File: src/rtl/booth_mult_sequencer.sv
// booth_mult_sequencer
// Front-end and result collector for an N-bit radix-4 Booth multiplier that
// needs N/2 iterations. Operand pairs are buffered in a DEPTH-entry FIFO, one
// job at a time is loaded into the multiplier, its fixed latency is counted
// out, and the 2N-bit product is held on a valid/ready output port.
// Optional feature: define BOOTH_SEQ_ZERO_BYPASS_EN to answer pairs with a
// zero operand directly (out_p=0 one cycle after the pop) without loading the
// multiplier.

module booth_mult_sequencer #(
    parameter int N     = 8,
    parameter int DEPTH = 4
) (
    input  logic           clk,
    input  logic           rst,
    input  logic           in_valid,
    output logic           in_ready,
    input  logic [N-1:0]   in_a,
    input  logic [N-1:0]   in_b,
    output logic           mul_load,
    output logic [N-1:0]   mul_op1,
    output logic [N-1:0]   mul_op2,
    input  logic [2*N-1:0] mul_p,
    output logic           out_valid,
    input  logic           out_ready,
    output logic [2*N-1:0] out_p,
    output logic           busy
);
    localparam int PTR_W  = $clog2(DEPTH);
    localparam int CNT_W  = PTR_W + 1;
    localparam int WAIT_W = $clog2(N / 2 + 2);
    localparam logic [CNT_W-1:0]  FULL_COUNT = CNT_W'(DEPTH);
    // Multiplier needs N/2 iterations after load drops; one extra cycle of margin
    localparam logic [WAIT_W-1:0] WAIT_DONE  = WAIT_W'(N / 2 + 1);

    typedef enum logic [1:0] {
        S_IDLE = 2'd0,
        S_LOAD = 2'd1,
        S_WAIT = 2'd2
    } state_t;

    state_t              r_state;
    state_t              w_state_next;
    logic [WAIT_W-1:0]   r_cnt;

    logic [N-1:0]        r_mem_a [DEPTH];
    logic [N-1:0]        r_mem_b [DEPTH];
    logic [PTR_W-1:0]    r_wr_ptr;
    logic [PTR_W-1:0]    r_rd_ptr;
    logic [CNT_W-1:0]    r_count;
    logic [CNT_W-1:0]    w_count_next;
    logic                r_in_ready;

    logic [N-1:0]        r_op1;
    logic [N-1:0]        r_op2;
    logic                r_out_valid;
    logic [2*N-1:0]      r_out_p;

    logic                w_push;
    logic                w_pop;
    logic                w_bypass;
    logic                w_capture;
    logic                w_mul_load;
    logic                w_head_zero;
    logic                w_fifo_nonempty;

    assign w_push          = in_valid && r_in_ready;
    assign w_fifo_nonempty = (r_count != '0);

`ifdef BOOTH_SEQ_ZERO_BYPASS_EN
    assign w_head_zero = (r_mem_a[r_rd_ptr] == '0) || (r_mem_b[r_rd_ptr] == '0);
`else
    assign w_head_zero = 1'b0;
`endif

    // FIFO storage write; data is only ever read under a non-zero count
    // NOTE: the storage array has no reset; pointers and count define validity, so resetting it would only add muxes.
    always_ff @(posedge clk) begin
        if (w_push) begin
            r_mem_a[r_wr_ptr] <= in_a;
            r_mem_b[r_wr_ptr] <= in_b;
        end
    end

    // Next occupancy: a simultaneous push and pop leaves the count unchanged
    always_comb begin
        // NOTE: every combinational output gets a default first so no path can infer a latch.
        w_count_next = r_count;
        case ({w_push, w_pop})
            2'b10:   w_count_next = r_count + CNT_W'(1);
            2'b01:   w_count_next = r_count - CNT_W'(1);
            default: w_count_next = r_count;
        endcase
    end

    // FIFO pointers, occupancy and registered in_ready (low while in reset)
    always_ff @(posedge clk or posedge rst) begin
        if (rst) begin
            r_wr_ptr   <= '0;
            r_rd_ptr   <= '0;
            r_count    <= '0;
            r_in_ready <= 1'b0;
        end else begin
            // NOTE: sequential state uses non-blocking assignments so every register samples pre-edge values.
            if (w_push) r_wr_ptr <= r_wr_ptr + PTR_W'(1);
            if (w_pop)  r_rd_ptr <= r_rd_ptr + PTR_W'(1);
            r_count    <= w_count_next;
            r_in_ready <= (w_count_next != FULL_COUNT);
        end
    end

    // Job FSM state register and latency counter
    always_ff @(posedge clk or posedge rst) begin
        if (rst) begin
            r_state <= S_IDLE;
            r_cnt   <= '0;
        end else begin
            r_state <= w_state_next;
            if (r_state == S_LOAD)      r_cnt <= '0;
            else if (r_state == S_WAIT) r_cnt <= r_cnt + WAIT_W'(1);
        end
    end

    // Job FSM next state and strobes; a pending result blocks new jobs
    always_comb begin
        w_state_next = r_state;
        w_pop        = 1'b0;
        w_bypass     = 1'b0;
        w_capture    = 1'b0;
        w_mul_load   = 1'b1;
        case (r_state)
            S_IDLE: begin
                if (w_fifo_nonempty && !r_out_valid) begin
                    w_pop = 1'b1;
                    if (w_head_zero) w_bypass     = 1'b1;
                    else             w_state_next = S_LOAD;
                end
            end
            S_LOAD: w_state_next = S_WAIT;
            S_WAIT: begin
                w_mul_load = 1'b0;
                if (r_cnt == WAIT_DONE) begin
                    w_capture    = 1'b1;
                    w_state_next = S_IDLE;
                end
            end
            default: w_state_next = S_IDLE;
        endcase
    end

    // Operand registers feeding the multiplier; held until the next real job
    always_ff @(posedge clk or posedge rst) begin
        if (rst) begin
            r_op1 <= '0;
            r_op2 <= '0;
        end else if (w_pop && !w_bypass) begin
            r_op1 <= r_mem_a[r_rd_ptr];
            r_op2 <= r_mem_b[r_rd_ptr];
        end
    end

    // Result holding register: set by capture or bypass, cleared on handshake
    always_ff @(posedge clk or posedge rst) begin
        if (rst) begin
            r_out_valid <= 1'b0;
            r_out_p     <= '0;
        end else if (w_capture) begin
            r_out_valid <= 1'b1;
            r_out_p     <= mul_p;
        end else if (w_bypass) begin
            r_out_valid <= 1'b1;
            r_out_p     <= '0;
        end else if (r_out_valid && out_ready) begin
            r_out_valid <= 1'b0;
        end
    end

    assign in_ready  = r_in_ready;
    assign mul_load  = w_mul_load;
    assign mul_op1   = r_op1;
    assign mul_op2   = r_op2;
    assign out_valid = r_out_valid;
    assign out_p     = r_out_p;
    assign busy      = (r_state != S_IDLE) || w_fifo_nonempty;

endmodule
File: config.mk
export PLATFORM = sky130hd
export DESIGN_NAME = booth_mult_sequencer
export DESIGN_NICKNAME = d
export VERILOG_FILES = /design/src/rtl/booth_mult_sequencer.sv
export SDC_FILE = /design/constraint.sdc
export NUM_CORES = 1
export LEC_CHECK = 0
export ABC_AREA = 1
export CAP_MARGIN = 20
export CORE_MARGIN = 4
export CORE_UTILIZATION = 31
export CTS_BUF_LIST = sky130_fd_sc_hd__clkbuf_8
export DETAILED_ROUTE_END_ITERATION = 8
export PLACE_DENSITY = 0.55
export SYNTH_ARGS = -nofsm -noshare
export SYNTH_HDL_FRONTEND = slang
export SYNTH_SLANG_ARGS = --single-unit
File: constraint.sdc
create_clock -name clk -period 2.55 [get_ports clk]
set_input_delay 0.255 -clock clk [delete_from_list [all_inputs] [get_ports clk]]
set_output_delay 0.255 -clock clk [all_outputs]
set_load 0.005 [all_outputs]
# Word-level counts from Yosys, hierarchy flattened

Memory sizes are Yosys's and may differ from the RTL's. A register that Yosys moved wholly into a read port is not among the register bits.
Cells that the tools add are included.

Output and inout port bits: 36
Word-level logic and storage cells: 50
Memories: 2
Bits of input ports: 36
Memory bits (writable): 64
Bits in registers: 30

Memory list:

| memory  | words | bits a word | rd ports | clocked after memory_dff | wr ports | line | text |
|---|---|---|---|---|---|---|---|
| r_mem_a | 4     | 8           | 1        | 1                        | 1        | 46   | `logic [N-1:0] r_mem_a [DEPTH];` |
| r_mem_b | 4     | 8           | 1        | 1                        | 1        | 47   | `logic [N-1:0] r_mem_b [DEPTH];` |

Equality and inequality tests: 8
Mux-type cells: 16
Reductions and logical operators: 11
Add/sub/neg operators: 5

Operators by type and width:

| kind                                                                    | count |
|---|---|
| 16-bit 2-to-1 mux                                                       | 1 |
| 1-bit 2-to-1 mux                                                        | 9 |
| 3-bit by 1-bit adder with 3-bit output, second input constant           | 2 |
| 3-bit 2-to-1 mux                                                        | 2 |
| 2-bit one-hot mux with 3 select lines                                   | 1 |
| 3-bit one-hot mux with 2 select lines                                   | 1 |
| 2-bit nonzero test                                                      | 3 |
| 2-bit by 1-bit adder with 2-bit output, second input constant           | 2 |
| 2-bit by 1-bit == test with 1-bit output, second input constant         | 2 |
| 2-bit == test, second input constant                                    | 2 |
| 2-bit 2-to-1 mux                                                        | 2 |
| 3-bit == test, second input constant                                    | 1 |
| 1-bit logical AND                                                       | 3 |
| 3-bit inequality test, second input constant                            | 1 |
| 3-bit nonzero test                                                      | 1 |
| 3-bit by 1-bit subtractor with 3-bit output, second input constant      | 1 |
| 2-bit logical NOT                                                       | 1 |
| 2-bit by 1-bit inequality test with 1-bit output, second input constant | 1 |
| 2-bit inequality test, second input constant                            | 1 |
| 2-bit AND reduction                                                     | 1 |
| 1-bit logical NOT                                                       | 1 |
| 1-bit logical OR                                                        | 1 |

# Longest topological paths before layout

Gate-level depths: netlist of run 1.

Word-level depth: 7
Depth in mapped cells: 13
Depth with buffers taken out: 12

# Worst setup path after synthesis of run 1

Ideal clock, no wire load.

Path kind: register to register
Start: reg r_state[0]
End: reg r_in_ready, in the netlist in_ready
Period minus slack after synthesis: 2201 ps
Path buffers: 1
Setup time: 118 ps
Stages on the path, launching flop included: 14
Slack: 349 ps
Arrival: 2084 ps
Required time: 2432 ps
Path through: dfrtp_1 -> inv_1 -> ha_1 -> nand3_1 -> inv_2 -> buf_4 -> ha_1 -> inv_1 -> fa_1 -> or2_2 -> nand3_1 -> nand2_1 -> nand2_1 -> nand2_1

Cells in the longest elaborated chain, start to end: 5
Elaborated cells on any way between the ends: 6
Those cells by class: 3 x eq/ne; 2 x mux; 1 x reduce/logical

Ends and longest elaborated chain:

| item                                                                             | line | text |
|---|---|---|
| from (decl)                                                                      | 42   | `state_t r_state;` |
| from (signal assigned)                                                           | 118  | `r_state <= w_state_next;` |
| 2-bit logical NOT (*)                                                            | 131  | `case (r_state)` |
| 1-bit 2-to-1 mux (*)                                                             | 131  |  |
| net w_pop                                                                        | 60   | `logic w_pop;` |
| 2-bit by 1-bit == test with 1-bit output / 2-bit == test (equally long branches) | 89   | `case ({w_push, w_pop})` |
| 3-bit one-hot mux with 2 select lines (*)                                        | 89   |  |
| net w_count_next[2]                                                              | 51   | `logic [CNT_W-1:0] w_count_next;` |
| 3-bit inequality test (*)                                                        | 108  | `r_in_ready <= (w_count_next != FULL_COUNT);` |
| to (signal assigned)                                                             | 108  |  |
| to (decl)                                                                        | 52   | `logic r_in_ready;` |

The timed path passes the listed nets; every way through them passes the cells marked *.
A chain may end at the register's enable or synchronous reset.

# Worst setup path after layout of run 1

Start: reg r_state[0]
End: reg r_in_ready, in the netlist in_ready

Cells in the longest elaborated chain, start to end: 5
Elaborated cells on any way between the ends: 6
Those cells by class: 3 x eq/ne; 2 x mux; 1 x reduce/logical

Ends and longest elaborated chain:

| item                                                                             | line |
|---|---|
| 2-bit logical NOT (*)                                                            | 131 |
| 1-bit 2-to-1 mux (*)                                                             | 131 |
| 2-bit by 1-bit == test with 1-bit output / 2-bit == test (equally long branches) | 89 |
| 3-bit one-hot mux with 2 select lines (*)                                        | 89 |
| net w_count_next[2]                                                              | 51 |
| 3-bit inequality test (*)                                                        | 108 |

Marked as above.

==> results of run 1 <==
==> registers in the layout (all words and copies together) (netlist names), 2 cells and up <==
signal	flops
r_wr_ptr	2
r_mem_b	32
mul_op2	8
mul_op1	8
r_count	3
r_state	2
r_rd_ptr	2
out_p	16
r_cnt	3
r_mem_a	32
==> routing by layer <==
metal | track usage (%) | vias to the layer above | share of wire (%)
met5 | 0 | - | 0
met4 | 4.890 | 0 | 1.6
met3 | 3.029 | 10 | 5.7
met2 | 18.80 | 73 | 48
met1 | 14.15 | 1366 | 45
li1 | - | 1438 | -
==> logic make-up after synthesis <==
family | share of synthesized area (%)
and+or+nand+nor | 15.95
DFF | 66.27
muxes | 4.614
buffers and inverters | 5.451
adders and majority gates | 3.400
xor gates and xnor gates | 0.9446
AOI/OAI and AO/OA | 3.373
==> where the power goes <==
| group | internal, mW | total (mW) | switching [mW] | leakage (nW) |
|---|---|---|---|---|
| clock network | 0.349 | 0.929 | 0.580 | 0.0859 |
| logic | 1.26 | 2.68 | 1.42 | 1.20 |
| registers | 2.46 | 2.69 | 0.232 | 1.14 |
==> final timing paths <==
kind,from,endpoint
setup / recovery,r_state[0],in_ready
hold / removal,rst,out_p[6]
setup reg to reg,r_state[0],in_ready
hold reg to reg,mul_op1[5],mul_op1[5]
max in group asynchronous,rst,r_cnt[1]
min in group clk,out_ready,out_valid
==> worst max-delay path, stage by stage, from the launching register on <==
cell	delay [ns]
dfrtp_1	0.41
inv_1	0.11
ha_1	0.20
nand3_1	0.12
inv_2	0.08
ha_1	0.14
inv_1	0.07
fa_1	0.38
or2_2	0.32
nand3_1	0.07
nand2_1	0.05
nand2_1	0.07
nand2_1	0.05
==> cells in the final DEF, fill, tap and decap left out, types with 7 or more instances in the layout <==
cell type,count
edfxtp_1,64
clkdlybuf4s50_1,71
ha_1,11
inv_1,35
nand2_1,116
or2_2,8
mux2_2,7
o211ai_1,16
buf_4,11
nor2_1,38
clkbuf_8,9
mux2_4,9
dfrtp_1,46
==> per-stage QoR <==
step                      cells  power [mW]  area, um2  util (%)  hold WS [ns]
after global placement      648       5.391       5547     38.02        0.4660
after global routing        664       6.877       5712     39.15        0.2999
after detailed placement    648       5.464       5547     38.02        0.4643
final                       664       6.303       5712     39.15        0.2840
after floorplan             397       4.421       4637         -        0.3514
after CTS                   664       6.432       5712     39.15        0.2752
==> final cells by class <==
type / instances / area, um2 / share of cell area (%)
multi-input cells: 235 / 1311 / 22.96
clock buffers: 9 / 123.9 / 2.169
flip-flops and latches: 110 / 3073 / 53.80
well taps: 184 / 230.2 / 4.031
inverters: 37 / 138.9 / 2.432
clock inverters: 7 / 41.29 / 0.7229
repair buffers: 82 / 793.3 / 13.89
==> impl_metrics.toml, run 1 <==
[cts]
hold_buffers = 0
clock_insertion_delay_worst_skew_ns = 0.38
cts.sinks = 110
clockBufferDepth = 2
cts-buffers-inserted = 9
clk_pin_slew_worst_paths_ns = 0.10
cts_tree = "yes"
cts_resized = 0
cts_setup_buffers = 0
cts-root-buf = "clkbuf_8"
htree_levels = 3

[yosys]
synth-edff-count = 64
synth_area_leader_cell = "edfxtp_1"
async_flop_share_pct = 41.82
syn_avg_cell_area_um2 = 11.68
netlist_top_cells_area = "edfxtp_1 41%, dfrtp_1 25%, nand2_1 9.4%, nor2_1 3.1%, ha_1 3.0%"
synth_most_common_cell = "nand2_1"
syn_area_um2 = 4637
synth_top_area_share_pct = 41.45
syn_nets = 445
synthCells = 397
synthTopCellsByCount = "116 x nand2_1, 64 x edfxtp_1, 46 x dfrtp_1"
ys_seq_elements = 110
yosysSeqAreaShare_pct = 66.27
netlist-cell-type-count = 26
synth_warnings = 0
ys.flop_type = "edfxtp_1"

[grt]
grt_overflow = 0
antenna_found_initial = 0
grt_usage_pct = 11.41
grt_max_degree = 35
grt_pass1_vias = 2943
grt_pass1_wl_um = 14560

[routing]
drt.antenna.violating_nets = 0
drt_pre_antenna_iters = 4
wire_per_inst_um = 14.00
drc = 0
routed_wl_um = 9295
viasPerCell = 4.348
drt-initial-drc-count = 88
vias = 2887

[setup_path]
worstSetupEndpointType = "flop"
cp-start-kind = "flop"
cp_max_fo = 3
r2r_slack_ns = 0.39
crit_arrival_ns = 2.44
crit_required_ns = 2.83
path_class = "flop to flop"
reg2reg_depth = 12

[sta]
hold_viol = 0
relSlewSlack_pct = 56.82
rsz0062_at_grt = "no"
fin_crit_sh_pct = 84.88
fin_skew_ns = 0.01284
fin_crit_ns = 2.164
fmax_ghz = 0.4620
setup-tns-final_ns = 0
final.setup.worst_slack_ns = 0.3856
slew_viol_final = 0
worst_pin_slew_ns = 0.6467
setup_viol = 0

[floorplan]
io_pins = 72
row_count = 44
die_h_um = 130.3
fp.coreArea_um2 = 14590
start_util_pct = 31.78
die-area_um2 = 16980
die_x_um = 130.3

[finish]
fin_nets = 523
fillers = 1392
num_antenna_cells = 0
synthToLayoutAreaGrowth_pct = 23.18
layout-drive-gt1-share_pct = 11.04

[place]
post-dp-hpwl_um = 6037
portBuffers = 71
dp_slack_ns = 0.3460
place_congestion = 0.7320

[power_and_ir_drop]
power_density_nw_per_um2 = 1104
p_leak_nw = 2.422
vdd_drop_max_mv = 0.5141

[run_status]
outcome = "complete, no violations"

[worst_hold_path]
min_path_type = "input pin to asynchronous set/reset pin"

[job]
maxCapViolations = 0
Power figures use the tool's default switching activity.
==> run 2, diff against run 1 <==
- clock period: 2.55 -> 2.1 ns (I/O delays scaled with it)
==> impl_metrics.toml, run 2 (synthesis gave the netlist of run 1 again) <==
[run_status]
outcome = "complete, no violations"

[sta]
relSlewSlack_pct = 71.07
slew_viol_final = 0
fin_crit_sh_pct = 94.31
rsz0062_at_grt = "yes"
worst_pin_slew_ns = 0.4340
fin_crit_ns = 1.980
setup_viol = 0
setup-tns-final_ns = 0
whs_ns = 0.1939
fin_skew_ns = 0.009510
hold_viol = 0
final.setup.worst_slack_ns = 0.1196
fmax_ghz = 0.5049

[routing]
wl_met1_um = 4186
viasPerCell = 4.354
drt.antenna.violating_nets = 0
routed_wl_um = 9507
wire_per_inst_um = 14.27
drt-initial-drc-count = 90
highest-signal-layer = "met4"
vias = 2900
wl_met3_um = 400
dr_wl_met2_um = 4745
drc = 0
drt_pre_antenna_iters = 4

[power_and_ir_drop]
power_density_nw_per_um2 = 1354
p_leak_nw = 2.450
power_mw = 7.829
vdd_drop_max_mv = 0.5092

[finish]
seqCellArea_um2 = 3073
final_cells = 666
num_antenna_cells = 0
multi_input_comb_area_um2 = 1336
fin_nets = 525
stdcell_area_um2 = 5782
layout_commonest_cell = "nand2_1"
layout-drive-gt1-share_pct = 12.86
fillers = 1373
synthToLayoutAreaGrowth_pct = 24.69
post-route-util_pct = 39.63
mostFrequentLayoutCells = "116 x nand2_1, 71 x clkdlybuf4s50_1, 64 x edfxtp_1"

[floorplan]
die_h_um = 130.3
row_count = 44
fp.coreArea_um2 = 14590
die-area_um2 = 16980
start_util_pct = 31.78
die_x_um = 130.3
io_pins = 72

[grt]
grt_usage_pct = 11.93
grt_pass1_wl_um = 15440
grt_max_degree = 47
grt_overflow = 0
antenna_found_initial = 0
grt_pass1_vias = 3024

[setup_path]
crit_arrival_ns = 2.26
path_class = "flop to flop"
cp_max_fo = 3
worstSetupEndpointType = "flop"
crit_required_ns = 2.38
cp-start-kind = "flop"

[cts]
htree_levels = 3
cts_tree = "yes"
cts.sinks = 110
clk_pin_slew_worst_paths_ns = 0.10
clockBufferDepth = 2
cts-root-buf = "clkbuf_8"
cts-buffers-inserted = 9
clock_insertion_delay_worst_skew_ns = 0.38

[place]
dp_cells = 648
portBuffers = 71
placedInstanceArea_um2 = 5592
dp_slack_ns = 0.06124
place_congestion = 0.7571
post-dp-hpwl_um = 6237

[job]
maxCapViolations = 0

[worst_hold_path]
min_path_type = "input pin to asynchronous set/reset pin"
run 2: cell type report:
| class | count | area share, % |
|---|---|---|
| Multi-Input combinational cell | 235 | 23.11 |
| Clock buffer | 9 | 2.142 |
| Tap cell | 184 | 3.982 |
| Sequential cell | 110 | 53.15 |
| Clock inverter | 7 | 0.8007 |
| Inverter | 37 | 2.402 |
| Timing Repair Buffer | 84 | 14.41 |
run 2: worst max-delay path: stages, from the launching register on:
cell and delay, ns:
dfrtp_1 0.43, inv_2 0.11, ha_4 0.15, nand3_2 0.08, inv_2 0.06, ha_1 0.13
inv_1 0.07, fa_2 0.35, or2_4 0.26, nand3_1 0.07, nand2_1 0.05, nand2_1 0.06
nand2_1 0.05
run 2: per-layer routing:
metal / up-vias / global-route usage [%]
met5: - / 0
met4: 0 / 4.095
met3: 12 / 3.766
met2: 54 / 20.13
met1: 1387 / 14.47
li1: 1447 / -
run 2: worst paths after layout:
kind                            start    endpoint  slack (ns)  cells after the start
hold reg to reg            mul_op1[3]  mul_op1[3]        0.49                      2
hold / removal                    rst  mul_op1[0]        0.19                      3
setup / recovery           r_state[0]    in_ready        0.12                     12
min in group clk            out_ready   out_valid        0.39                      2
setup reg to reg           r_state[0]    in_ready        0.12                     12
max in group asynchronous         rst  mul_op1[7]        1.69                      3
run 2: timing repair:
| action | in CTS | in global routing |
|---|---|---|
| setup buffers | 0 | 2 |
| hold buffers | 0 | 0 |
| setup endpoints to repair | 0 | 1 |
| gates resized for setup | 0 | 3 |
run 2: power breakdown:
| part | switching, mW | internal (mW) | total, mW |
|---|---|---|---|
| Clock | 0.731 | 0.437 | 1.17 |
| Sequential | 0.332 | 2.99 | 3.32 |
| Combinational | 1.72 | 1.63 | 3.34 |
